<file path="src/rtl/seg_scan_sched.sv">
// Scan scheduler for a 6-digit multiplexed seven-segment display.
// Keeps double-buffered digit data (shadow and active), steps one digit
// per scan period and decodes it into a {seg, sel} word. Each word goes
// to the 74HC595 serializer over a req/ack handshake. Shadow data moves
// into the active set only at a frame boundary, so a frame never shows
// a mix of old and new data.
//
// Ports:
//   clk        system clock
//   rst        synchronous reset, active-low
//   en         scan enable
//   data_in    six 4-bit digit codes, digit0 = [3:0]
//   point_in   decimal point per digit, 1 = lit
//   blank_in   per-digit blank, 1 = dark
//   load       strobe, captures data/point/blank into shadow
//   tx_req     word valid to serializer
//   tx_data    {seg[7:0], sel[5:0]}, seg active-low, sel one-hot
//   tx_ack     serializer done pulse
//   cur_dig    digit index of current/last word
//   frame_done pulse after the digit-5 ack
//   overrun    pulse when a scan tick arrives while awaiting ack
//
// state     | meaning
// ----------+---------------------------------------------------
// IDLE      | scan stopped, cur_dig parked at 0, timer held
// WAIT_TICK | waiting for the scan tick to issue the next digit
// WAIT_ACK  | word requested, waiting for serializer ack
// BLANK     | sending one all-dark word before returning to IDLE

module seg_scan_sched #(
  parameter int SCAN_CNT = 50000,
  parameter int TIMER_W  = 16
) (
  input  logic        clk,
  input  logic        rst,
  input  logic        en,
  input  logic [23:0] data_in,
  input  logic [5:0]  point_in,
  input  logic [5:0]  blank_in,
  input  logic        load,
  output logic        tx_req,
  output logic [13:0] tx_data,
  input  logic        tx_ack,
  output logic [2:0]  cur_dig,
  output logic        frame_done,
  output logic        overrun
);

  localparam logic [1:0] ST_IDLE      = 2'd0;
  localparam logic [1:0] ST_WAIT_TICK = 2'd1;
  localparam logic [1:0] ST_WAIT_ACK  = 2'd2;
  localparam logic [1:0] ST_BLANK     = 2'd3;

  localparam logic [TIMER_W-1:0] TC = TIMER_W'(SCAN_CNT - 1);

  logic [1:0]         state;
  logic [TIMER_W-1:0] timer;
  logic               tick;

  logic [23:0] act_data, sh_data;
  logic [5:0]  act_point, sh_point;
  logic [5:0]  act_blank, sh_blank;
  logic        pending;

  logic [3:0]  cur_code;
  logic        cur_point;
  logic        cur_blank;
  logic [7:0]  hex_seg;
  logic [7:0]  seg_word;
  logic [5:0]  sel_word;
  logic [2:0]  nxt_dig;

  assign tick    = (timer == TC);
  assign nxt_dig = (cur_dig == 3'd5) ? 3'd0 : cur_dig + 3'd1;

  always_comb begin
    cur_code  = 4'h0;
    cur_point = 1'b0;
    cur_blank = 1'b0;
    case (cur_dig)
      3'd0: begin cur_code = act_data[3:0];   cur_point = act_point[0]; cur_blank = act_blank[0]; end
      3'd1: begin cur_code = act_data[7:4];   cur_point = act_point[1]; cur_blank = act_blank[1]; end
      3'd2: begin cur_code = act_data[11:8];  cur_point = act_point[2]; cur_blank = act_blank[2]; end
      3'd3: begin cur_code = act_data[15:12]; cur_point = act_point[3]; cur_blank = act_blank[3]; end
      3'd4: begin cur_code = act_data[19:16]; cur_point = act_point[4]; cur_blank = act_blank[4]; end
      3'd5: begin cur_code = act_data[23:20]; cur_point = act_point[5]; cur_blank = act_blank[5]; end
      default: ;
    endcase
  end

  // Common-anode, active-low: seg[7] = dp, seg[6:0] = g..a.
  always_comb begin
    hex_seg = 8'hFF;
    case (cur_code)
      4'h0: hex_seg = 8'hC0;
      4'h1: hex_seg = 8'hF9;
      4'h2: hex_seg = 8'hA4;
      4'h3: hex_seg = 8'hB0;
      4'h4: hex_seg = 8'h99;
      4'h5: hex_seg = 8'h92;
      4'h6: hex_seg = 8'h82;
      4'h7: hex_seg = 8'hF8;
      4'h8: hex_seg = 8'h80;
      4'h9: hex_seg = 8'h90;
      4'hA: hex_seg = 8'h88;
      4'hB: hex_seg = 8'h83;
      4'hC: hex_seg = 8'hC6;
      4'hD: hex_seg = 8'hA1;
      4'hE: hex_seg = 8'h86;
      4'hF: hex_seg = 8'h8E;
      default: hex_seg = 8'hFF;
    endcase
  end

  always_comb begin
    seg_word = hex_seg;
    if (cur_point) seg_word[7] = 1'b0;
    // blank wins over the decimal point
    if (cur_blank) seg_word = 8'hFF;
    sel_word = 6'b000001 << cur_dig;
  end

  always_ff @(posedge clk) begin
    if (!rst) begin
      state      <= ST_IDLE;
      timer      <= '0;
      tx_req     <= 1'b0;
      tx_data    <= '0;
      cur_dig    <= 3'd0;
      frame_done <= 1'b0;
      overrun    <= 1'b0;
      act_data   <= '0;
      act_point  <= '0;
      act_blank  <= 6'h3F;
      sh_data    <= '0;
      sh_point   <= '0;
      sh_blank   <= 6'h3F;
      pending    <= 1'b0;
    end else begin
      frame_done <= 1'b0;
      overrun    <= 1'b0;

      // Timer stays at 0 while parked so the first digit lands one full
      // scan period after the scan is enabled.
      if (state == ST_IDLE || !en) begin
        timer <= '0;
      end else if (tick) begin
        timer <= '0;
      end else begin
        timer <= timer + TIMER_W'(1);
      end

      if (load) begin
        sh_data  <= data_in;
        sh_point <= point_in;
        sh_blank <= blank_in;
        pending  <= 1'b1;
      end

      case (state)
        ST_IDLE: begin
          cur_dig <= 3'd0;
          tx_req  <= 1'b0;
          if (load) begin
            act_data  <= data_in;
            act_point <= point_in;
            act_blank <= blank_in;
          end
          if (en) state <= ST_WAIT_TICK;
        end

        ST_WAIT_TICK: begin
          if (!en) begin
            state <= ST_BLANK;
          end else if (tick) begin
            tx_data <= {seg_word, sel_word};
            tx_req  <= 1'b1;
            state   <= ST_WAIT_ACK;
          end
        end

        ST_WAIT_ACK: begin
          // the serializer is too slow for this tick; drop it
          if (tick) overrun <= 1'b1;
          if (tx_ack) begin
            tx_req  <= 1'b0;
            cur_dig <= nxt_dig;
            state   <= en ? ST_WAIT_TICK : ST_BLANK;
            if (cur_dig == 3'd5) begin
              frame_done <= 1'b1;
              if (pending) begin
                act_data  <= sh_data;
                act_point <= sh_point;
                act_blank <= sh_blank;
                // a load in this same cycle keeps pending for the next frame
                if (!load) pending <= 1'b0;
              end
            end
          end
        end

        ST_BLANK: begin
          if (!tx_req) begin
            tx_req  <= 1'b1;
            tx_data <= {8'hFF, 6'b000000};
          end else if (tx_ack) begin
            tx_req  <= 1'b0;
            cur_dig <= 3'd0;
            state   <= ST_IDLE;
          end
        end

        default: state <= ST_IDLE;
      endcase
    end
  end

endmodule

</file>
<file path="config.mk">
export PLATFORM = sky130hd
export DESIGN_NAME = seg_scan_sched
export DESIGN_NICKNAME = d
export VERILOG_FILES = /design/src/rtl/seg_scan_sched.sv
export SDC_FILE = /design/constraint.sdc
export NUM_CORES = 1
export LEC_CHECK = 0
export BUFFER_PORTS_ARGS = -buffer_cell sky130_fd_sc_hd__buf_4
export CORE_ASPECT_RATIO = 1.5
export CORE_UTILIZATION = 45
export CTS_CLUSTER_SIZE = 8
export DETAILED_ROUTE_END_ITERATION = 8
export PLACE_DENSITY = 0.7
export SETUP_SLACK_MARGIN = 0.4
export SYNTH_ARGS = -nofsm -noshare
export SYNTH_HDL_FRONTEND = slang
export SYNTH_SLANG_ARGS = --single-unit
</file>
<file path="constraint.sdc">
create_clock -name clk -period 2.8 [get_ports clk]
set_clock_uncertainty 0.2 [all_clocks]
set_input_delay 0.28 -clock clk [delete_from_list [all_inputs] [get_ports clk]]
set_output_delay 0.28 -clock clk [all_outputs]
set_load 0.02 [all_outputs]
</file>
==> impl_metrics.json, run 1 <==
{
  "status": "finished clean",
  "power_mw": 3.47,
  "power_density_nw_per_um2": 550,
  "hold_violations": 0,
  "clk_latency_ps": 350,
  "arrival_ps": 2440,
  "clockBufferDepth": 2,
  "post-route-min-period_ps": 2360,
  "core_um2": 10600,
  "place_ws_ps": 353,
  "rsz0062_at_grt": "true",
  "first_pass_iters": 4,
  "met1_length_um": 5210,
  "synth_seq_cells": 111,
  "cp-startpoint": "cur_dig[1]$_SDFFE_PN0P_",
  "area_growth_syn_to_layout_pct": 26.7,
  "worstPathMaxFanout": 20,
  "highest_layer": "met4",
  "synth_cells": 598,
  "crit_slowest_cell": "dfxtp_4",
  "slew_headroom_pct": 17.4,
  "async_flop_share_pct": 0,
  "initial_core_util_pct": 46.7,
  "cts_sinks": 111,
  "num-fill-cells": 953,
  "drc": 0,
  "ant_nets": 0,
  "ys_seq_area_share_pct": 44.7,
  "dp_hpwl_um": 7890,
  "synth_edf_count": 0,
  "drv_slew": 0,
  "grt_pass1_vias": 4151,
  "avgViaCountPerCell": 5.41,
  "period_share_pct": 84.1,
  "p_leak_nw": 2.51,
  "antenna_cells": 0,
  "grt_max_degree": 73,
  "fmax_mhz": 424,
  "row_count": 46,
  "routed-wl-met2_um": 6110,
  "chipHeight_um": 131,
  "ctsRootBufferMaster": "clkbuf_16",
  "ys_top_cells_by_area": "dfxtp_1 45%, mux2i_1 9.3%, nor2_1 7.7%",
  "synth_ff_type": "dfxtp_1",
  "tightest_slew_ps": 1240,
  "place_congestion": 0.872,
  "cts_made_buffers": 9,
  "synthDistinctLibCells": 47,
  "drt-wirelength-per-cell_um": 14.7,
  "synth_top_area_share_pct": 44.7,
  "end_kind": "flip-flop",
  "reg2reg_from": "cur_dig[1]$_SDFFE_PN0P_",
  "grt_pass1_wl_um": 19500,
  "yosysWarnings": 0,
  "cpLargestDelayFamily": "compound AO/OA/AOI/OAI gates",
  "drt_wl_total_um": 12100,
  "wl_met3_um": 451,
  "grt-ovfl-total": 0,
  "nets": 723,
  "die_w_um": 87.8,
  "avgSynthCellArea_um2": 8.31,
  "cts-htree-levels": 3,
  "yosysTopAreaCell": "dfxtp_1",
  "drv_cap": 0,
  "syn_area_um2": 4970,
  "drive_gt1_share_pct": 17.1,
  "synth_common_cells": "111 x dfxtp_1, 102 x nor2_1, 100 x nand2_1",
  "setup_slack_ps": 444,
  "setup_tns_ps": 0,
  "setup_viol": 0,
  "crit_required_ps": 2880,
  "critical_path_class": "flip-flop to flip-flop",
  "hp-class": "primary input to flip-flop",
  "slowest_delay_ps": 420,
  "port_buffers": 60,
  "drtIter0Drc": 198,
  "clk_pin_slew_worst_paths_ps": 80,
  "grt_usage_pct": 21.8,
  "die_area_um2": 11500,
  "path_buf_inv": 1,
  "synth_fp_nets": 647,
  "critPathLaunchType": "flip-flop",
  "vias": 4453,
  "ir_drop_mv": 0.345,
  "crit_chain": "and2_4 -> ha_4 -> a221o_1 -> inv_2 -> ha_1 -> nor3_1 -> o21ai_0 -> a31oi_1",
  "yosysMostFrequentCell": "dfxtp_1",
  "antenna_found_initial": 0,
  "hold_path.startpoint": "point_in[5]",
  "cts_tree": "yes",
  "io_pins": 61
}
## metal layers
metal / track usage, % / up-vias
met3: 3.64 / 19
li1: - / 2231
met1: 26.6 / 2101
met2: 36.7 / 102
met5: 0 / -
met4: 10.8 / 0
## final cells by class
cell class | count | area (µm²) | area share [%]
Sequential cell | 111 | 2230 | 35.4
Inverter | 11 | 41.3 | 0.656
Multi-Input combinational cell | 432 | 2600 | 41.2
Timing Repair Buffer | 109 | 948 | 15.1
Clock buffer | 9 | 225 | 3.58
Tap cell | 144 | 180 | 2.86
Clock inverter | 7 | 72.6 | 1.15
## sequential cells by signal, indices dropped and copies added, names as in the netlist, 2 cells and up
name       flops
act_data      24
sh_data       24
timer         16
tx_data       14
act_blank      6
act_point      6
sh_blank       6
sh_point       6
cur_dig        3
state          2
## metrics by stage
stage,util [%],cells,hold WS [ps],area [µm²]
after detailed placement,52.1,766,258,5550
final,59.1,823,11.6,6300
after global routing,59.1,823,20.3,6300
after floorplan,-,598,208,5010
after CTS,58.3,817,7.60,6210
after global placement,52.1,766,242,5550
## layout by cell type (no fill, tap or decap), types with 9 or more instances in the layout
master,n
mux2i_1,46
buf_4,71
dfxtp_1,107
o21ai_0,25
dlygate4sd3_1,35
clkbuf_16,10
a21oi_1,15
and3_1,9
nor2_1,99
nand3_1,18
nand2_1,99
a311oi_1,30
## what timing repair did
action / in CTS / in global routing
pin swaps: 0 / 3
endpoints found under the hold margin: 35 / 0
buffers inserted: 0 / 5
hold buffers: 35 / 0
cloned: 0 / 1
gates resized for setup: 4 / 8
endpoints found under the setup margin: 19 / 48
## worst min-delay path, delay by kind of cell
family	cells	cell delay, ps
buffers and inverters	1	90
muxes	1	60
and+or+nand+nor	1	90
## final timing paths
check                                                 to  cells after the start  slack [ps]
worst min register to register       timer[0]$_SDFF_PP0_                      1         240
worst max register to register   tx_data[7]$_SDFFE_PN0P_                      8         440
worst max-delay path             tx_data[7]$_SDFFE_PN0P_                      8         440
worst min-delay path            sh_point[5]$_SDFFE_PN0P_                      3          10
## where the power goes
part / internal [mW] / switching [mW]
Sequential: 1.66 / 0.0633
Clock: 0.695 / 0.586
Combinational: 0.219 / 0.238
Total: 2.58 / 0.887
## cells by family (layout without fill, tap and decap cells)
logic type / Yosys count / in the layout / share of synthesized area, %
AO/OA/AOI/OAI: 95 / 95 / 13.2
buffers and inverters: 55 / 136 / 4.38
XOR/XNOR: 14 / 14 / 2.47
adder cells (fa/ha/maj): 8 / 8 / 2.01
AND/OR/NAND/NOR: 267 / 267 / 23.5
multiplexers: 48 / 48 / 9.72
flip-flops: 111 / 111 / 44.7
Note: power is estimated with default switching activity, not from simulation.
==> inputs of run 2 (changes only) <==
--- a/config.mk
+++ b/config.mk
@@ -10,7 +10,7 @@
 export CORE_UTILIZATION = 45
 export CTS_CLUSTER_SIZE = 8
 export DETAILED_ROUTE_END_ITERATION = 8
-export PLACE_DENSITY = 0.7
+export PLACE_DENSITY = 0.73
 export SETUP_SLACK_MARGIN = 0.4
 export SYNTH_ARGS = -nofsm -noshare
 export SYNTH_HDL_FRONTEND = slang
==> constraint.sdc (replaced) <==
create_clock -name clk -period 1.98 [get_ports clk]
set_clock_uncertainty 0.2 [all_clocks]
set_input_delay 0.198 -clock clk [delete_from_list [all_inputs] [get_ports clk]]
set_output_delay 0.198 -clock clk [all_outputs]
set_load 0.02 [all_outputs]
==> run 2 against run 1 <==
Against the previous run: the flow now finishes with violations (setup timing); sequential power up 41%; combinational power grew 120%; sequential share of layout area shrank 6.8 points; largest cell class unchanged.
==> impl_metrics.json, run 2 (same netlist as run 1, synthesis figures left out) <==
{
  "status": "finished, violations left",
  "violations": "setup timing",
  "fin_area_um2": 7840,
  "drt_wl_total_um": 17100,
  "end_kind": "flip-flop",
  "die_w_um": 87.8,
  "worstPathMaxFanout": 8,
  "setup_slack_ps": -341,
  "cts_made_buffers": 9,
  "mostFrequentLayoutCells": "122 x buf_4, 97 x dfxtp_1, 94 x nand2_1, 87 x nor2_1, 45 x mux2i_1",
  "drv_slew": 0,
  "setup_viol": 51,
  "slowest_delay_ps": 390,
  "path_buf_inv": 4,
  "dp_hpwl_um": 8700,
  "hp-class": "primary input to flip-flop",
  "drt-wirelength-per-cell_um": 18.7,
  "chipHeight_um": 131,
  "layout_commonest_cell": "buf_4",
  "nets": 820,
  "grt_pass1_wl_um": 23500,
  "tightest_slew_ps": 609,
  "grt_usage_pct": 26.4,
  "period_share_pct": 117,
  "ir_drop_mv": 0.590,
  "critical_path_class": "flip-flop to flip-flop",
  "first_pass_iters": 5,
  "crit_slowest_cell": "dfxtp_4",
  "post-route-min-period_ps": 2320,
  "core_um2": 10600,
  "ctsRootBufferMaster": "clkbuf_16",
  "power_density_nw_per_um2": 665,
  "critPathLaunchType": "flip-flop",
  "place_ws_ps": -200,
  "area_growth_syn_to_layout_pct": 57.7,
  "drtIter0Drc": 424,
  "crit_chain": "buf_6 -> and3b_2 -> buf_6 -> nand4_1 -> a21oi_4 -> buf_12 -> buf_16 -> and3_4 -> o21ai_2",
  "largest_registers": "act_data (24), sh_data (24), timer (16)",
  "drc": 0,
  "fmax_mhz": 431,
  "hold_ws_ps": 8.16,
  "hold_violations": 0,
  "ant_nets": 0,
  "cpLargestDelayFamily": "simple AND/OR/NAND/NOR gates",
  "drive_gt1_share_pct": 37.3,
  "place_congestion": 0.875,
  "drv_cap": 0,
  "row_count": 46,
  "power_mw": 5.21,
  "antenna_cells": 0,
  "grt-ovfl-total": 0,
  "initial_core_util_pct": 46.7,
  "rsz0062_at_grt": "true",
  "avgViaCountPerCell": 5.75,
  "io_pins": 61,
  "cts-htree-levels": 3,
  "cts_tree": "yes",
  "die_area_um2": 11500,
  "antenna_found_initial": 0,
  "arrival_ps": 2350,
  "slew_headroom_pct": 59.4,
  "clk_pin_slew_worst_paths_ps": 70,
  "clk_latency_ps": 350,
  "grt_max_degree": 35,
  "cts_sinks": 111,
  "place_area_um2": 6080,
  "grt_pass1_vias": 4900,
  "port_buffers": 60,
  "crit_required_ps": 2010,
  "path_common_cell": "buf_6",
  "vias": 5282,
  "p_leak_nw": 3.20,
  "clockBufferDepth": 2
}
[run 2: path summary, 6_finish.rpt]
check | slack, ps | from | end | cells after the start
setup / recovery | -340 | cur_dig[0]$_SDFFE_PN0P_ | act_blank[4]$_SDFFE_PN1P_ | 9
setup reg to reg | -340 | cur_dig[0]$_SDFFE_PN0P_ | act_blank[4]$_SDFFE_PN1P_ | 9
hold / removal | 8 | rst | tx_req$_SDFFE_PN0P_ | 3
hold reg to reg | 280 | sh_data[18]$_SDFFE_PN0P_ | act_data[18]$_SDFFE_PN0P_ | 2
[run 2: timing repair]
action                     4_1_cts  5_1_grt
cloned                           6        3
hold endpoints to repair        71        0
buffers inserted                21        9
pin swaps                       36       43
hold buffers                    39        0
setup endpoints to repair       72       73
gates resized for setup         73       77
[run 2: layout make-up]
class,instances,area [µm²]
tap,144,180
inverter,11,48.8
fill,660,2810
sequential,111,2250
clock inverter,4,30.0
clock buffer,11,253
multi-input combinational,433,3080
timing repair buffer,205,2000
[run 2: power breakdown]
group | leakage [nW] | internal [mW] | switching, mW
Clock | 0.138 | 0.922 | 0.836
Sequential | 0.918 | 2.35 | 0.0888
Combinational | 2.14 | 0.519 | 0.494
Total | 3.20 | 3.79 | 1.42
[run 2: metal layers]
layer  up-vias  part of all wire [%]  GRT usage [%]
met1      2522                    38           31.5
met4         0                   5.2           14.5
li1       2420                     -              -
met5         -                     0              0
met3        74                   5.6           4.21
met2       266                    51           45.1
[run 2: tightest hold or removal path: cells and delay by family]
kind | cells | cell delay (ps)
compound gates | 2 | 160
buf+inv | 1 | 160
[run 2: through the flow]
step / std cells / TNS (ps) / util, %
after floorplan: 598 / -1880 / -
after global placement: 826 / -4170 / 57.1
after detailed placement: 826 / -6190 / 57.1
after CTS: 907 / -5270 / 69.5
after global routing: 919 / -15500 / 73.6
final: 919 / -12670 / 73.6
==> inputs of run 3 (changes only) <==
--- a/config.mk
+++ b/config.mk
@@ -5,6 +5,7 @@
 export SDC_FILE = /design/constraint.sdc
 export NUM_CORES = 1
 export LEC_CHECK = 0
+export ABC_AREA = 1
 export BUFFER_PORTS_ARGS = -buffer_cell sky130_fd_sc_hd__buf_4
 export CORE_ASPECT_RATIO = 1.5
 export CORE_UTILIZATION = 45
==> run 3 against run 2 <==
Against the previous run: the flow still finishes with violations (setup timing); worst setup slack better by 310 ps; clock power up 15%; power up 65%.
==> impl_metrics.json, run 3 <==
{
  "synth_cells": 730,
  "ys_seq_area_share_pct": 42.8,
  "clk_pin_slew_worst_paths_ps": 70,
  "drt_wl_total_um": 15600,
  "antenna_found_initial": 0,
  "synth_fp_nets": 779,
  "ys_top_cells_by_area": "dfxtp_1 43%, nand2_1 12%, nor2_1 8.6%",
  "period_share_pct": 102,
  "port_buffers": 60,
  "ir_drop_mv": 0.531,
  "ctsRootBufferMaster": "clkbuf_16",
  "drt-wirelength-per-cell_um": 15.1,
  "synth_common_cells": "160 x nand2_1, 119 x nor2_1, 111 x dfxtp_1",
  "cts-htree-levels": 3,
  "setup_slack_ps": -33.7,
  "place_ws_ps": 0.367,
  "synth_edf_count": 0,
  "synth_ff_type": "dfxtp_1",
  "clk_latency_ps": 350,
  "grt_pass1_wl_um": 24700,
  "setup_tns_ps": -49.9,
  "drc": 0,
  "rsz0062_at_grt": "true",
  "avgSynthCellArea_um2": 7.11,
  "arrival_ps": 2070,
  "die_area_um2": 12000,
  "met1_usage_pct": 29.0,
  "gr-usage-met3_pct": 3.60,
  "timing.rr.end": "tx_data[9]$_SDFFE_PN0P_",
  "cts_sinks": 111,
  "io_pins": 61,
  "crit_chain": "nand2_2 -> inv_2 -> ha_4 -> nand2_2 -> a21boi_4 -> inv_2 -> nor2_4 -> ha_4 -> inv_2 -> nand2_1 -> nand3_1 -> nand3_1 -> nand2_1 -> inv_1",
  "area_growth_syn_to_layout_pct": 47.3,
  "grt_util_met2_pct": 45.1,
  "clockBufferDepth": 2,
  "ff2ff_path_depth": 14,
  "hold_path.startpoint": "en",
  "grt_busiest_layer": "met2",
  "yosysTopAreaCell": "dfxtp_1",
  "drv_cap": 0,
  "drive_gt1_share_pct": 34.4,
  "die_w_um": 89.7,
  "crit_slowest_cell": "dfxtp_4",
  "largest_registers": "act_data (24), sh_data (24), timer (16)",
  "core_um2": 11100,
  "fmax_mhz": 497,
  "first_pass_iters": 5,
  "post-route-min-period_ps": 2010,
  "dp_hpwl_um": 9340,
  "path_buf_inv": 4,
  "tightest_slew_ps": 440,
  "violations": "setup timing",
  "setup_viol": 2,
  "grt_usage_pct": 25.4,
  "slowest_delay_ps": 380,
  "nets": 925,
  "cpLargestDelayFamily": "simple AND/OR/NAND/NOR gates",
  "critical_path_class": "flip-flop to flip-flop",
  "hold_depth": 4,
  "cts_tree": "yes",
  "avgViaCountPerCell": 5.34,
  "yosysWarnings": 0,
  "ant_nets": 0,
  "initial_core_util_pct": 46.7,
  "drv_slew": 0,
  "crit_required_ps": 2040,
  "rrSetupSlack_ps": -30,
  "syn_area_um2": 5190,
  "layout_commonest_cell": "nand2_1",
  "async_flop_share_pct": 0,
  "vias": 5489,
  "grt_pass1_vias": 5269,
  "place_congestion": 0.931,
  "cts_made_buffers": 9,
  "worstPathMaxFanout": 7,
  "worstHoldEndpoint": "state[0]$_SDFFE_PN0P_",
  "row_count": 47,
  "place_area_um2": 6050,
  "synth_top_area_share_pct": 42.8,
  "drtIter0Drc": 254,
  "status": "finished, violations left",
  "p_leak_nw": 3.38,
  "reg2reg_from": "cur_dig[0]$_SDFFE_PN0P_",
  "synthDistinctLibCells": 39,
  "yosysMostFrequentCell": "nand2_1",
  "hp-class": "primary input to flip-flop",
  "end_kind": "flip-flop",
  "fin_area_um2": 7650,
  "grt_max_degree": 83,
  "grt-ovfl-total": 0,
  "chipHeight_um": 134,
  "synth_seq_cells": 111,
  "power_density_nw_per_um2": 1120,
  "hold_violations": 0,
  "slew_headroom_pct": 70.7,
  "mostFrequentLayoutCells": "138 x nand2_1, 112 x buf_4, 101 x nor2_1, 93 x dfxtp_1, 55 x o21ai_0",
  "critPathLaunchType": "flip-flop",
  "antenna_cells": 0,
  "path_common_cell": "inv_2"
}
[run 3: cell types whose count changed after synthesis, moves of 7 or more]
cell      previous run  this run
inv_2                1        11
and3_1              10         0
a31oi_1              7        31
clkbuf_1            31        20
nor2_1             102       119
nand2_2              0         7
inv_1               10        45
nand2_1            100       160
mux2i_1             46         0
nand3_1             18        49
o21ai_0             25        70
a21oi_1             15        23
a311oi_1            30         0
[run 3: layout make-up]
class	count	area, µm²
inverters	57	235
well taps	147	184
flip-flops and latches	111	2260
clock inverters	4	56.3
multi-input cells	526	3080
repair buffers	171	1540
clock buffers	12	289
fillers	844	3470
[run 3: routing by layer]
layer,vias to the layer above,share of wire (%)
met4,0,4.3
met5,-,0
met1,2602,39
met2,143,53
li1,2696,-
met3,48,3.7
[run 3: metrics by stage]
step | power, mW | utilization, % | hold slack [ps] | instances
3_5_place_dp | 5.64 | 54.4 | 229 | 932
5_1_grt | 9.05 | 68.8 | 105 | 1028
4_1_cts | 8.28 | 65.6 | 44.8 | 1016
2_1_floorplan | 4.76 | - | 124 | 730
3_3_place_gp | 5.60 | 54.4 | 220 | 932
6_report | 8.60 | 68.8 | 54.2 | 1028
[run 3: worst reg2reg max path, cell delays in order, from the launching register on]
cell and delay, ps:
dfxtp_4 380, nand2_2 80, inv_2 40, ha_4 160, nand2_2 50, a21boi_4 190, inv_2 60, nor2_4 160
ha_4 220, inv_2 50, nand2_1 60, nand3_1 80, nand3_1 70, nand2_1 80, inv_1 40
[run 3: worst max path at each step]
| stage | cells after the start | slack [ps] | start | end |
|---|---|---|---|---|
| final | 14 | -30 | cur_dig[0]$_SDFFE_PN0P_ | tx_data[9]$_SDFFE_PN0P_ |
| after global routing | 14 | -160 | cur_dig[0]$_SDFFE_PN0P_ | tx_data[9]$_SDFFE_PN0P_ |
| after CTS | 14 | 20 | cur_dig[0]$_SDFFE_PN0P_ | tx_data[9]$_SDFFE_PN0P_ |
| after detailed placement | 13 | 0.4 | cur_dig[2]$_SDFFE_PN0P_ | tx_data[9]$_SDFFE_PN0P_ |
| after global placement | 13 | 30 | cur_dig[2]$_SDFFE_PN0P_ | tx_data[9]$_SDFFE_PN0P_ |
| after floorplan | 15 | -50 | cur_dig[0]$_SDFFE_PN0P_ | tx_data[6]$_SDFFE_PN0P_ |
[run 3: report_power, final]
part | internal [mW] | total, mW | switching [mW]
combinational | 1.56 | 3.58 | 2.02
clock | 1.18 | 2.03 | 0.849
sequential | 2.67 | 2.99 | 0.319
total | 5.41 | 8.60 | 3.19
[run 3: kinds of logic after synthesis]
| family | Yosys count | share of synthesized area (%) |
|---|---|---|
| and+or+nand+nor | 364 | 30.9 |
| AOI/OAI and AO/OA | 148 | 16.0 |
| DFF | 111 | 42.8 |
| buffers and inverters | 94 | 7.49 |
| adders and majority gates | 8 | 1.93 |
| xor gates and xnor gates | 5 | 0.843 |
[run 3: repair_timing]
item,in CTS,in global routing
endpoints found under the setup margin,74,75
buffers inserted,27,12
hold buffers,36,0
hold endpoints to repair,67,0
resized for setup,86,75
pin swaps,33,37
gates cloned,5,0
